### src/rtl/cordic_if.sv
// cordic_if: request/result handshake bundle for cordic_core.
// master drives operands and out_ready; slave returns results.
interface cordic_if #(
  parameter int DW = 16
);
  logic                 in_valid;
  logic                 in_ready;
  logic                 mode;
  logic signed [DW-1:0] x_in;
  logic signed [DW-1:0] y_in;
  logic signed [DW-1:0] z_in;
  logic                 out_valid;
  logic                 out_ready;
  logic signed [DW-1:0] x_out;
  logic signed [DW-1:0] y_out;
  logic signed [DW-1:0] z_out;
  logic                 busy;

  modport master (
    output in_valid, mode, x_in, y_in, z_in, out_ready,
    input  in_ready, out_valid, x_out, y_out, z_out, busy
  );

  modport slave (
    input  in_valid, mode, x_in, y_in, z_in, out_ready,
    output in_ready, out_valid, x_out, y_out, z_out, busy
  );
endinterface

### src/rtl/cordic_core.sv
// cordic_core: iterative CORDIC (rotation/vectoring), binary-angle z.
// Define CORDIC_GAIN_COMP_EN to add a one-cycle gain compensation stage.
module cordic_core #(
  parameter int DW   = 16,
  parameter int ITER = 14,
  parameter int GW   = 4
) (
  input logic     clk,
  input logic     rst,
  cordic_if.slave io
);
  localparam int W  = DW + GW + 2;
  localparam int AW = DW + GW;
  localparam int SH = 32 - AW;

  localparam logic [32:0] ARND = 33'((64'd1 << SH) >> 1);
  localparam logic signed [W-1:0] PI = W'(64'd1 << (AW - 1));
  localparam logic signed [W-1:0] RH = W'(64'd1 << (GW - 1));
  localparam logic signed [DW-1:0] QP = DW'(64'd1 << (DW - 2));

  // atan(2^-i)/pi scaled by 2^31, rescaled to the internal angle LSB
  localparam logic [31:0] ATAN_T [32] = '{
    32'd536870912, 32'd316933406, 32'd167458907, 32'd85004756,
    32'd42667331,  32'd21354465,  32'd10679838,  32'd5340245,
    32'd2670163,   32'd1335087,   32'd667544,    32'd333772,
    32'd166886,    32'd83443,     32'd41722,     32'd20861,
    32'd10430,     32'd5215,      32'd2608,      32'd1304,
    32'd652,       32'd326,       32'd163,       32'd81,
    32'd41,        32'd20,        32'd10,        32'd5,
    32'd3,         32'd1,         32'd1,         32'd0
  };

  function automatic logic signed [W-1:0] atan_lut(input logic [4:0] k);
    return W'(({1'b0, ATAN_T[k]} + ARND) >> SH);
  endfunction

  function automatic logic signed [DW-1:0] sat(input logic signed [W-1:0] v);
    if (&v[W-1:DW-1] || ~|v[W-1:DW-1]) return v[DW-1:0];
    return v[W-1] ? {1'b1, {(DW-1){1'b0}}} : {1'b0, {(DW-1){1'b1}}};
  endfunction

`ifdef CORDIC_GAIN_COMP_EN
  typedef enum logic [1:0] {IDLE, RUN, COMP, DONE} state_t;
`else
  typedef enum logic [1:0] {IDLE, RUN, DONE} state_t;
`endif

  state_t state_q, state_d;
  logic [4:0] i_q;
  logic mode_q;
  logic signed [W-1:0] x_q, y_q, z_q;
  logic signed [W-1:0] xe, ye, ze, xa, ya, za;
  logic [AW-1:0] zf;
  logic signed [W-1:0] xs, ys, atan_c, x_n, y_n, z_n;
  logic d_pos;

  always_comb begin
    xe = {{2{io.x_in[DW-1]}}, io.x_in, {GW{1'b0}}};
    ye = {{2{io.y_in[DW-1]}}, io.y_in, {GW{1'b0}}};
    ze = {{2{io.z_in[DW-1]}}, io.z_in, {GW{1'b0}}};
    // subtracting pi modulo 2^AW only flips the angle MSB
    zf = {~io.z_in[DW-1], io.z_in[DW-2:0], {GW{1'b0}}};
    xa = xe;
    ya = ye;
    za = ze;
    if (io.mode) begin
      if (io.x_in[DW-1]) begin
        xa = -xe;
        ya = -ye;
        za = PI;
      end
    end else if (io.z_in > QP || io.z_in < -QP) begin
      xa = -xe;
      ya = -ye;
      za = {{2{zf[AW-1]}}, zf};
    end
  end

  always_comb begin
    xs     = x_q >>> i_q;
    ys     = y_q >>> i_q;
    atan_c = atan_lut(i_q);
    d_pos  = mode_q ? y_q[W-1] : ~z_q[W-1];
    if (d_pos) begin
      x_n = x_q - ys;
      y_n = y_q + xs;
      z_n = z_q - atan_c;
    end else begin
      x_n = x_q + ys;
      y_n = y_q - xs;
      z_n = z_q + atan_c;
    end
  end

`ifdef CORDIC_GAIN_COMP_EN
  localparam logic signed [W+DW-1:0] KG =
    (W+DW)'($rtoi(0.607252935 * (2.0 ** (DW - 1)) + 0.5));
  localparam logic signed [W+DW-1:0] RG = (W+DW)'(64'd1 << (DW - 2));
  logic signed [W-1:0] xg, yg;

  always_comb begin
    xg = W'(((W+DW)'(x_q) * KG + RG) >>> (DW - 1));
    yg = W'(((W+DW)'(y_q) * KG + RG) >>> (DW - 1));
  end
`endif

  always_ff @(posedge clk or posedge rst) begin
    if (rst) state_q <= IDLE;
    else     state_q <= state_d;
  end

  always_comb begin
    state_d = state_q;
    unique case (state_q)
      IDLE: if (io.in_valid) state_d = RUN;
`ifdef CORDIC_GAIN_COMP_EN
      RUN:  if (i_q == 5'(ITER - 1)) state_d = COMP;
      COMP: state_d = DONE;
`else
      RUN:  if (i_q == 5'(ITER - 1)) state_d = DONE;
`endif
      DONE: if (io.out_ready) state_d = IDLE;
      default: state_d = IDLE;
    endcase
  end

  always_ff @(posedge clk or posedge rst) begin
    if (rst) begin
      i_q    <= '0;
      mode_q <= 1'b0;
      x_q    <= '0;
      y_q    <= '0;
      z_q    <= '0;
    end else begin
      unique case (state_q)
        IDLE: if (io.in_valid) begin
          i_q    <= '0;
          mode_q <= io.mode;
          x_q    <= xa;
          y_q    <= ya;
          z_q    <= za;
        end
        RUN: begin
          i_q <= i_q + 5'd1;
          x_q <= x_n;
          y_q <= y_n;
          z_q <= z_n;
        end
`ifdef CORDIC_GAIN_COMP_EN
        COMP: begin
          x_q <= xg;
          y_q <= yg;
        end
`endif
        default: ;
      endcase
    end
  end

  assign io.in_ready  = (state_q == IDLE);
  assign io.busy      = (state_q != IDLE);
  assign io.out_valid = (state_q == DONE);

  always_comb begin
    io.x_out = '0;
    io.y_out = '0;
    io.z_out = '0;
    if (state_q == DONE) begin
      io.x_out = sat((x_q + RH) >>> GW);
      io.y_out = sat((y_q + RH) >>> GW);
      io.z_out = DW'((z_q + RH) >>> GW);
    end
  end
endmodule

### src/flat_wrapper.sv
// flat-port wrapper written by rule: the top's interface ports become plain ports
module cordic_core_flat 
#(
  parameter int DW   = 16,
  parameter int ITER = 14,
  parameter int GW   = 4
)
  (clk, rst, io_in_valid, io_mode, io_x_in, io_y_in, io_z_in, io_out_ready, io_in_ready, io_out_valid, io_x_out, io_y_out, io_z_out, io_busy);
  cordic_if #(.DW(DW)) io_i ();
  input logic clk;
  input logic rst;
  input wire logic [$bits(io_i.in_valid)-1:0] io_in_valid;
  input wire logic [$bits(io_i.mode)-1:0] io_mode;
  input wire logic [$bits(io_i.x_in)-1:0] io_x_in;
  input wire logic [$bits(io_i.y_in)-1:0] io_y_in;
  input wire logic [$bits(io_i.z_in)-1:0] io_z_in;
  input wire logic [$bits(io_i.out_ready)-1:0] io_out_ready;
  output wire logic [$bits(io_i.in_ready)-1:0] io_in_ready;
  output wire logic [$bits(io_i.out_valid)-1:0] io_out_valid;
  output wire logic [$bits(io_i.x_out)-1:0] io_x_out;
  output wire logic [$bits(io_i.y_out)-1:0] io_y_out;
  output wire logic [$bits(io_i.z_out)-1:0] io_z_out;
  output wire logic [$bits(io_i.busy)-1:0] io_busy;
  assign io_i.in_valid = io_in_valid;
  assign io_i.mode = io_mode;
  assign io_i.x_in = io_x_in;
  assign io_i.y_in = io_y_in;
  assign io_i.z_in = io_z_in;
  assign io_i.out_ready = io_out_ready;
  assign io_in_ready = io_i.in_ready;
  assign io_out_valid = io_i.out_valid;
  assign io_x_out = io_i.x_out;
  assign io_y_out = io_i.y_out;
  assign io_z_out = io_i.z_out;
  assign io_busy = io_i.busy;
  cordic_core #(.DW(DW), .ITER(ITER), .GW(GW)) u_core (.clk(clk), .rst(rst), .io(io_i));
endmodule
### config.mk
export PLATFORM = sky130hd
export DESIGN_NAME = cordic_core_flat
export DESIGN_NICKNAME = d
export VERILOG_FILES = /design/src/rtl/cordic_if.sv /design/src/rtl/cordic_core.sv /design/src/flat_wrapper.sv
export SDC_FILE = /design/constraint.sdc
export NUM_CORES = 1
export LEC_CHECK = 0
export BUFFER_PORTS_ARGS = -buffer_cell sky130_fd_sc_hd__buf_4
export CORE_MARGIN = 2
export CORE_UTILIZATION = 57
export CTS_BUF_LIST = sky130_fd_sc_hd__clkbuf_8 sky130_fd_sc_hd__clkbuf_16
export DETAILED_ROUTE_END_ITERATION = 8
export PLACE_DENSITY = 0.88
export SKIP_CTS_REPAIR_TIMING = 1
export SLEW_MARGIN = 20
export SYNTH_ARGS = -nofsm -noshare
export SYNTH_HDL_FRONTEND = slang
export SYNTH_SLANG_ARGS = --single-unit
### constraint.sdc
create_clock -name clk -period 5.91 [get_ports clk]
set_input_delay 0.8865 -clock clk [delete_from_list [all_inputs] [get_ports clk]]
set_output_delay 0.8865 -clock clk [all_outputs]
set_load 0.005 [all_outputs]
Yosys cells after proc, flatten, opt, wreduce, memory -nomap -nowiden
Memories as Yosys holds them, arrays and structs flattened. Cells that the tools add are included.

Register bits: 74. ROM bits: 1024. Bits of input ports: 53. Output and inout bits: 51. Word-level logic and storage cells: 89. Memories kept: 1.

Add/sub/neg operators: 13. $lt $le $gt $ge: 3. Eq/ne operators: 6. Shift-type cells: 2. Multiplexer cells: 40. Bitwise operators: 3. Reduce and logical (&&, ||, !) cells: 15.

Memories: (no name shown) (depth 32, bits a word 32, read ports 1, clocked after memory_dff 0, wr ports 0, line cordic_core.sv:34) `return W'(({1'b0, ATAN_T[k]} + ARND) >> SH);`.

Operators by type and width (count): two-way mux 22 bit (15); two-way mux 16 bit (9); one-hot mux 22 bit (2 select lines) (3); adder 22 bit (3); subtractor 22 bit (3); two-way mux 32 bit (2); adder 22 x 5 -> 22 bit (second input constant) (2); negator 20 -> 22 bit (2); >>> shifter 22 x 5 -> 22 bit (2); adder 32 x 12 -> 33 bit (second input constant) (1); adder 20 x 5 -> 20 bit (second input constant) (1); > comparator 16 bit (second input constant) (1); less-than comparator 16 x 15 -> 1 bit (second input constant) (1); one-hot mux 5 bit (2 select lines) (1); AND reduction 3 bit (3); greater-or-equal comparator 6 bit (second input constant) (1); two-way mux 2 bit (3); NOT 5 -> 6 bit (1); one-hot mux 2 bit (3 select lines) (1); OR reduction 3 bit (2); adder 5 x 1 -> 5 bit (second input constant) (1); == test 5 x 4 -> 1 bit (second input constant) (1); two-way mux 1 bit (5); two-way mux 5 bit (1); other kinds (10) (17).

Logic depth before layout (Yosys ltp)
Gate-level depths: netlist of run 1.

Depth in word-level cells: 8. Gate-level depth with buffers: 29. Depth with buffers taken out: 26.

Least setup slack after synthesis of run 1
Ideal clock, no wire load.

Path type: register to register. Start: reg u_core.i_q[0]. End: reg u_core.z_q[18]. Library setup time: 0.083 ns. Arrival: 6.063 ns. Data required time: 5.827 ns. Slack: -0.236 ns. Stages on the path, launching flop included: 28. Buffers on the path: 3. Period minus slack after synthesis: 6.146 ns. Cells stage by stage: dfrtp_1 buf_6 buf_6 inv_2 buf_1 ha_1 nand2b_1 nand3_1 a21o_1 o21ai_0 ha_1 o211ai_2 xnor2_1 or4_4 nor4b_4 and3_1 nor3_1 o2bb2ai_1 a22oi_1 ha_1 a21o_1 a221oi_1 o21ai_0 a2111oi_0 nor2_1 o21ai_0 mux2_2 o21ai_0.

Word-level cells in the longest chain between the ends: 8. Elaborated cells on any way between the ends: 9. Those cells by class: add/sub: 3; mux: 4; bitwise: 1; memory: 1.

RTL lines: start: declaration (line cordic_core.sv:49) `logic [4:0] i_q;`; start signal: assignment (line cordic_core.sv:144) `i_q <= i_q + 5'd1;`; NOT 5 -> 6 bit (not written as such) (*) (line cordic_core.sv:34); memory read (32 x 32 bit) (*); two-way mux 32 bit (not written as such) (*) (2 in series) (line cordic_core.sv:34); adder 32 x 12 -> 33 bit (*) (line cordic_core.sv:34); adder 22 bit or subtractor 22 bit (tied branches) (line cordic_core.sv:91, cordic_core.sv:87); two-way mux 22 bit (*) (line cordic_core.sv:84) `if (d_pos) begin`; one-hot mux 22 bit (2 select lines) (*) (line cordic_core.sv:135) `unique case (state_q)`; end signal: assignment (line cordic_core.sv:141) `z_q <= za;`; end signal: assignment (line cordic_core.sv:147) `z_q <= z_n;`; end: declaration (line cordic_core.sv:51) `logic signed [W-1:0] x_q, y_q, z_q;`.

Mark *: on every way between the ends. The rest lies on a longest branch, timed or not. The select of a mux whose other input is x is not followed. A chain may end at the register's enable or synchronous reset.

Worst setup path in the final report of run 1
Start: reg u_core.i_q[0]. End: reg u_core.z_q[21].

Same word-level chain as after synthesis.

==> results of run 1 <==
## layout by cell type (no fill, tap or decap), drive strengths merged, types with 20 or more instances in the layout
cell type,synthesis,layout
a22oi,23,23
a21o,22,22
mux2i,37,37
o21ai,117,117
nand3,56,56
mux4,35,35
nor3,40,40
ha,83,83
and2,21,21
xnor2,84,84
o211ai,34,34
dfrtp,74,74
a21oi,152,152
buf,41,157
xor2,81,81
inv,53,56
nand2b,26,26
o22ai,21,21
nor2,113,113
a31oi,32,32
mux2,20,20
nor2b,25,25
nand2,160,160
and3,33,33
## worst max path at each step
stage / end / depth (start not counted)
2_1_floorplan: u_core.z_q[21]$_DFFE_PP0P_ / 29
3_3_place_gp: u_core.y_q[21]$_DFFE_PP0P_ / 21
3_5_place_dp: u_core.y_q[21]$_DFFE_PP0P_ / 21
4_1_cts: u_core.y_q[18]$_DFFE_PP0P_ / 18
5_1_grt: u_core.z_q[21]$_DFFE_PP0P_ / 25
6_report: u_core.z_q[21]$_DFFE_PP0P_ / 26
## layout make-up
class / count / share of cell area
clock buffer: 9 / 0.0159
tap: 280 / 0.0247
sequential: 74 / 0.131
inverter: 53 / 0.0141
clock inverter: 7 / 0.00590
multi-input combinational: 1427 / 0.725
timing repair buffer: 157 / 0.0841
## metrics by stage
| step | setup TNS, ps | cell area (sq um) | worst slack [ps] |
|---|---|---|---|
| after global routing | -88.1 | 14200 | -88.1 |
| after global placement | 0 | 13700 | 314 |
| after CTS | 0 | 14100 | 6.15 |
| final | 0 | 14200 | 282 |
| after detailed placement | 0 | 13700 | 63.3 |
| after floorplan | 0 | 12800 | 41.4 |
## synth_stat cells, types with 33 or more instances
cell      number  area share
dfrtp_1       74        0.14
nor2_1       112       0.033
clkbuf_1      81       0.024
inv_1         51       0.015
xnor2_1       83       0.057
ha_1          83       0.081
nand3_1       56       0.022
a21oi_1      152       0.059
nand2_1      160       0.047
xor2_1        81       0.055
o211ai_1      33       0.019
nor3_1        35       0.014
o21ai_0      115       0.045
mux2i_1       37       0.029
## worst max-delay path: cells and delay by family, from the launching register on
family / cells / cell delay, ps
and+or+nand+nor: 6 / 1460
buffers and inverters: 1 / 200
adders and majority gates: 3 / 830
DFF: 1 / 440
xor gates and xnor gates: 2 / 300
AOI/OAI and AO/OA: 14 / 2260
## kinds of logic (layout without fill, tap and decap cells)
family | after synthesis | in the layout | synth area share
AND/OR/NAND/NOR | 545 | 545 | 0.214
AO/OA/AOI/OAI | 539 | 539 | 0.271
buffers and inverters | 177 | 226 | 0.0625
XOR/XNOR | 165 | 165 | 0.113
multiplexers | 92 | 92 | 0.109
adder cells (fa/ha/maj) | 86 | 86 | 0.0856
flip-flops | 74 | 74 | 0.144
## state kept, by name (all words and copies together) (netlist names)
name	flops
u_core.i_q	5
u_core.state_q	2
u_core.x_q	22
u_core.z_q	22
u_core.mode_q	1
u_core.y_q	22
## routing by layer
metal / vias up / track usage
met5: - / 0
met4: 2 / 0.191
met3: 197 / 0.0800
met2: 862 / 0.550
met1: 6574 / 0.424
li1: 6305 / -
==> impl_metrics.ini, run 1 <==
[timing]
fin_skew_ps = 9.91
clock.fmax_mhz = 178
setup_viol = 0
post-route-period-util = 0.952
layout_min_cycle_time_ps = 5630
hold_ws_ps = 512
worst_pin_slew_ps = 1120
maxSlewHeadroom = 0.251
finalMaxSlewViolations = 0
hold_viol = 0

[synth]
synth_fp_nets = 1817
synthFlopType = dfrtp_1
yosys_warnings = 0
avgSynthCellArea_sq_um = 7.65
synth_cell_types = 101
syn_area_sq_um = 12800
synth_enable_flop_cells = 0
yosys_register_bits = 74
async_flop_share = 1.00
ys_seq_area_frac = 0.144
netlist_instances = 1678

[worst_setup_path]
critPathLaunch = u_core.i_q[0]$_DFFE_PP0P_
r2r-end = u_core.z_q[21]$_DFFE_PP0P_
endpoint_kind = register
rrSetupSlack_ps = 280
crit_arrival_ps = 5860
worstReg2RegStart = u_core.i_q[0]$_DFFE_PP0P_
crit_top_cell = a21o_1
cpMaxStageDelayCell = or4_4
critical_path_class = reg -> reg
worstPathRequired_ps = 6140
reg2reg_depth = 26
crit_fanout = 13
cpPeakStageDelay_ps = 510
critPathLaunchType = register

[job]
drv_cap = 0

[floorplan]
row_count = 54
die_w_um = 154
die_area_sq_um = 23700
num_io_pins = 104
initial_utilization = 0.585
core_region_area_sq_um = 22000
fp.dieH_um = 154

[detailed_routing]
avgRoutedWirePerCell_um = 21.2
route.met3.wl_um = 4400
first_pass_iters = 6
postRouteAntennaNets = 0
m1WireLength_um = 16200
drtIter0Drc = 1693
viasPerCell = 6.95
met2_length_um = 19400
top_layer = met5
vias = 13940
drt-total-wl_um = 42500
drc_errors = 0

[hold_path]
whs_path_depth = 2
min_from = u_core.z_q[2]$_DFFE_PP0P_
worstHoldEndpoint = u_core.z_q[2]$_DFFE_PP0P_
hp-class = reg -> reg

[final_layout]
fin_util = 0.647
multi_input_area_sq_um = 10300
area_growth_pct = 10.6
fill_cells = 1796
seq_area_sq_um = 1860
fin_nets = 1861
instances_no_fill = 2007
diodes = 0
layout-drive-gt1-share = 0.168

[placement]
post-place-cells = 1984
routabilityCongestion = 1.06
io_buffers = 103
place_hpwl_um = 30900

[clock_tree]
cts_tree = done
cts_buffer_depth = 2
path_clk_slew_ps = 70
cts_buffers = 9
ctsRootBufferMaster = clkbuf_16
cts_sinks = 74
htree_levels = 3
clkLatencyLatePin_ps = 360

[global_routing]
grt_pass1_wl_um = 65800
antenna_found_initial = 1
first_global_vias = 12962
gr-total-overflow = 0
grt_max_degree = 69
track_usage = 0.342

[status]
status = finished clean
Power of run 1 is not shown: default switching activity piles up to over one toggle a cycle in this logic, so the estimate is an artifact.
==> run 2, diff against run 1 <==
CORE_UTILIZATION = 55   (was 57)
PLACE_DENSITY = 0.83   (was 0.88)
clock period = 5.9 ns   (was 5.91 ns; I/O delays follow)
==> run 2 against run 1 <==
Compared with the run above: worst hold slack got worse by 9.0 ps; design area increased by 0.37%; maximum frequency decreased by 0.39%; clock skew increased by 6.1 ps; critical endpoint unchanged; final cell count increased by 2.0%; sequential share of layout area about the same; setup slack got worse by 32 ps; core utilization decreased by 2.1 points; global-route usage increased by 1.6 points; wire length increased by 4.7%; register-to-register slack got worse by 30 ps; highest routed layer is now met4.
==> impl_metrics.ini, run 2 (same netlist as run 1, synthesis figures left out) <==
[clock_tree]
cts_buffers = 9
cts_tree = done
path_clk_slew_ps = 80
cts_sinks = 74
clkLatencyLatePin_ps = 360
htree_levels = 3
cts_buffer_depth = 2
ctsRootBufferMaster = clkbuf_16

[worst_setup_path]
endpoint_kind = register
cpPeakStageDelay_ps = 510
cp.depth = 26
reg2reg_depth = 26
crit_fanout = 9
cpMaxStageDelayCell = or4_4
critPathBufInv = 1
critical_path_class = reg -> reg
worstPathRequired_ps = 6130
critPathLaunchType = register
crit_arrival_ps = 5880
cp_top_family = compound AO/OA/AOI/OAI gates

[final_layout]
fin_nets = 1868
layout-drive-gt1-share = 0.169
diodes = 0
area_growth_pct = 11.0
final_common_cell = buf_4
reg_top3 = u_core.x_q (22), u_core.y_q (22), u_core.z_q (22)
final_cell_mix = buf_4, nand2_1, a21oi_1
fill_cells = 2014

[timing]
worst_pin_slew_ps = 1100
hold_ws_ps = 504
clock.fmax_mhz = 177
fin_skew_ps = 16.0
setup_viol = 0
hold_viol = 0
finalMaxSlewViolations = 0
post-route-period-util = 0.958
maxSlewHeadroom = 0.263
layout_min_cycle_time_ps = 5650
rsz0062_at_grt = true

[job]
drv_cap = 0

[status]
status = finished clean

[detailed_routing]
drc_errors = 0
postRouteAntennaNets = 0
first_pass_iters = 7
viasPerCell = 6.78
drt-total-wl_um = 44600
vias = 13875
drtIter0Drc = 1729
avgRoutedWirePerCell_um = 21.8

[global_routing]
first_global_vias = 13098
grt_pass1_wl_um = 69100
track_usage = 0.358
grt_max_degree = 66
gr-total-overflow = 0
antenna_found_initial = 0

[floorplan]
initial_utilization = 0.563
fp.dieH_um = 157
die_area_sq_um = 24600
core_region_area_sq_um = 22800
row_count = 55
die_w_um = 157
num_io_pins = 104

[placement]
io_buffers = 103
routabilityCongestion = 1.04
place_hpwl_um = 33200

[hold_path]
hp-class = reg -> reg
whs_path_depth = 2
## run 2: area by class of cell
cell class | count | area [sq um] | share of cell area
clock inverters | 7 | 83.8 | 0.00588
repair buffers | 164 | 1240 | 0.0873
inverters | 53 | 200 | 0.0140
multi-input cells | 1427 | 10300 | 0.719
flip-flops and latches | 74 | 1860 | 0.130
clock buffers | 9 | 225 | 0.0158
well taps | 313 | 392 | 0.0275
## run 2: path summary, 6_finish.rpt
path / slack, ps / start / end
setup / recovery: 250 / u_core.i_q[0]$_DFFE_PP0P_ / u_core.z_q[21]$_DFFE_PP0P_
hold / removal: 500 / u_core.z_q[0]$_DFFE_PP0P_ / u_core.z_q[0]$_DFFE_PP0P_
setup reg to reg: 250 / u_core.i_q[0]$_DFFE_PP0P_ / u_core.z_q[21]$_DFFE_PP0P_
hold reg to reg: 500 / u_core.z_q[0]$_DFFE_PP0P_ / u_core.z_q[0]$_DFFE_PP0P_
max in group asynchronous: 4240 / rst / u_core.i_q[2]$_DFFE_PP0P_
min in group asynchronous: 530 / rst / u_core.x_q[10]$_DFFE_PP0P_
## run 2: tightest hold or removal path: cells and delay by family, from the launching register on
kind	cells	cell delay (ps)
AND/OR/NAND/NOR	1	60
AO/OA/AOI/OAI	1	60
flip-flops	1	350
## run 2: routing by layer
metal	vias to the layer above	track usage	part of all wire
met4	0	0.171	0.050
met2	775	0.567	0.46
li1	6313	-	-
met3	159	0.0720	0.099
met1	6628	0.468	0.39
met5	-	0	0
## run 2: stage by stage
step	worst slack [ps]	setup TNS (ps)	utilization	instances	area [sq um]
after floorplan	31.4	0	-	1678	12800
after global placement	345	0	0.610	2031	13900
after detailed placement	191	0	0.610	2031	13900
after CTS	155	0	0.624	2047	14200
after global routing	-113	-114	0.626	2047	14300
final	250	0	0.626	2047	14300
Power of run 2 is left out for the same reason.
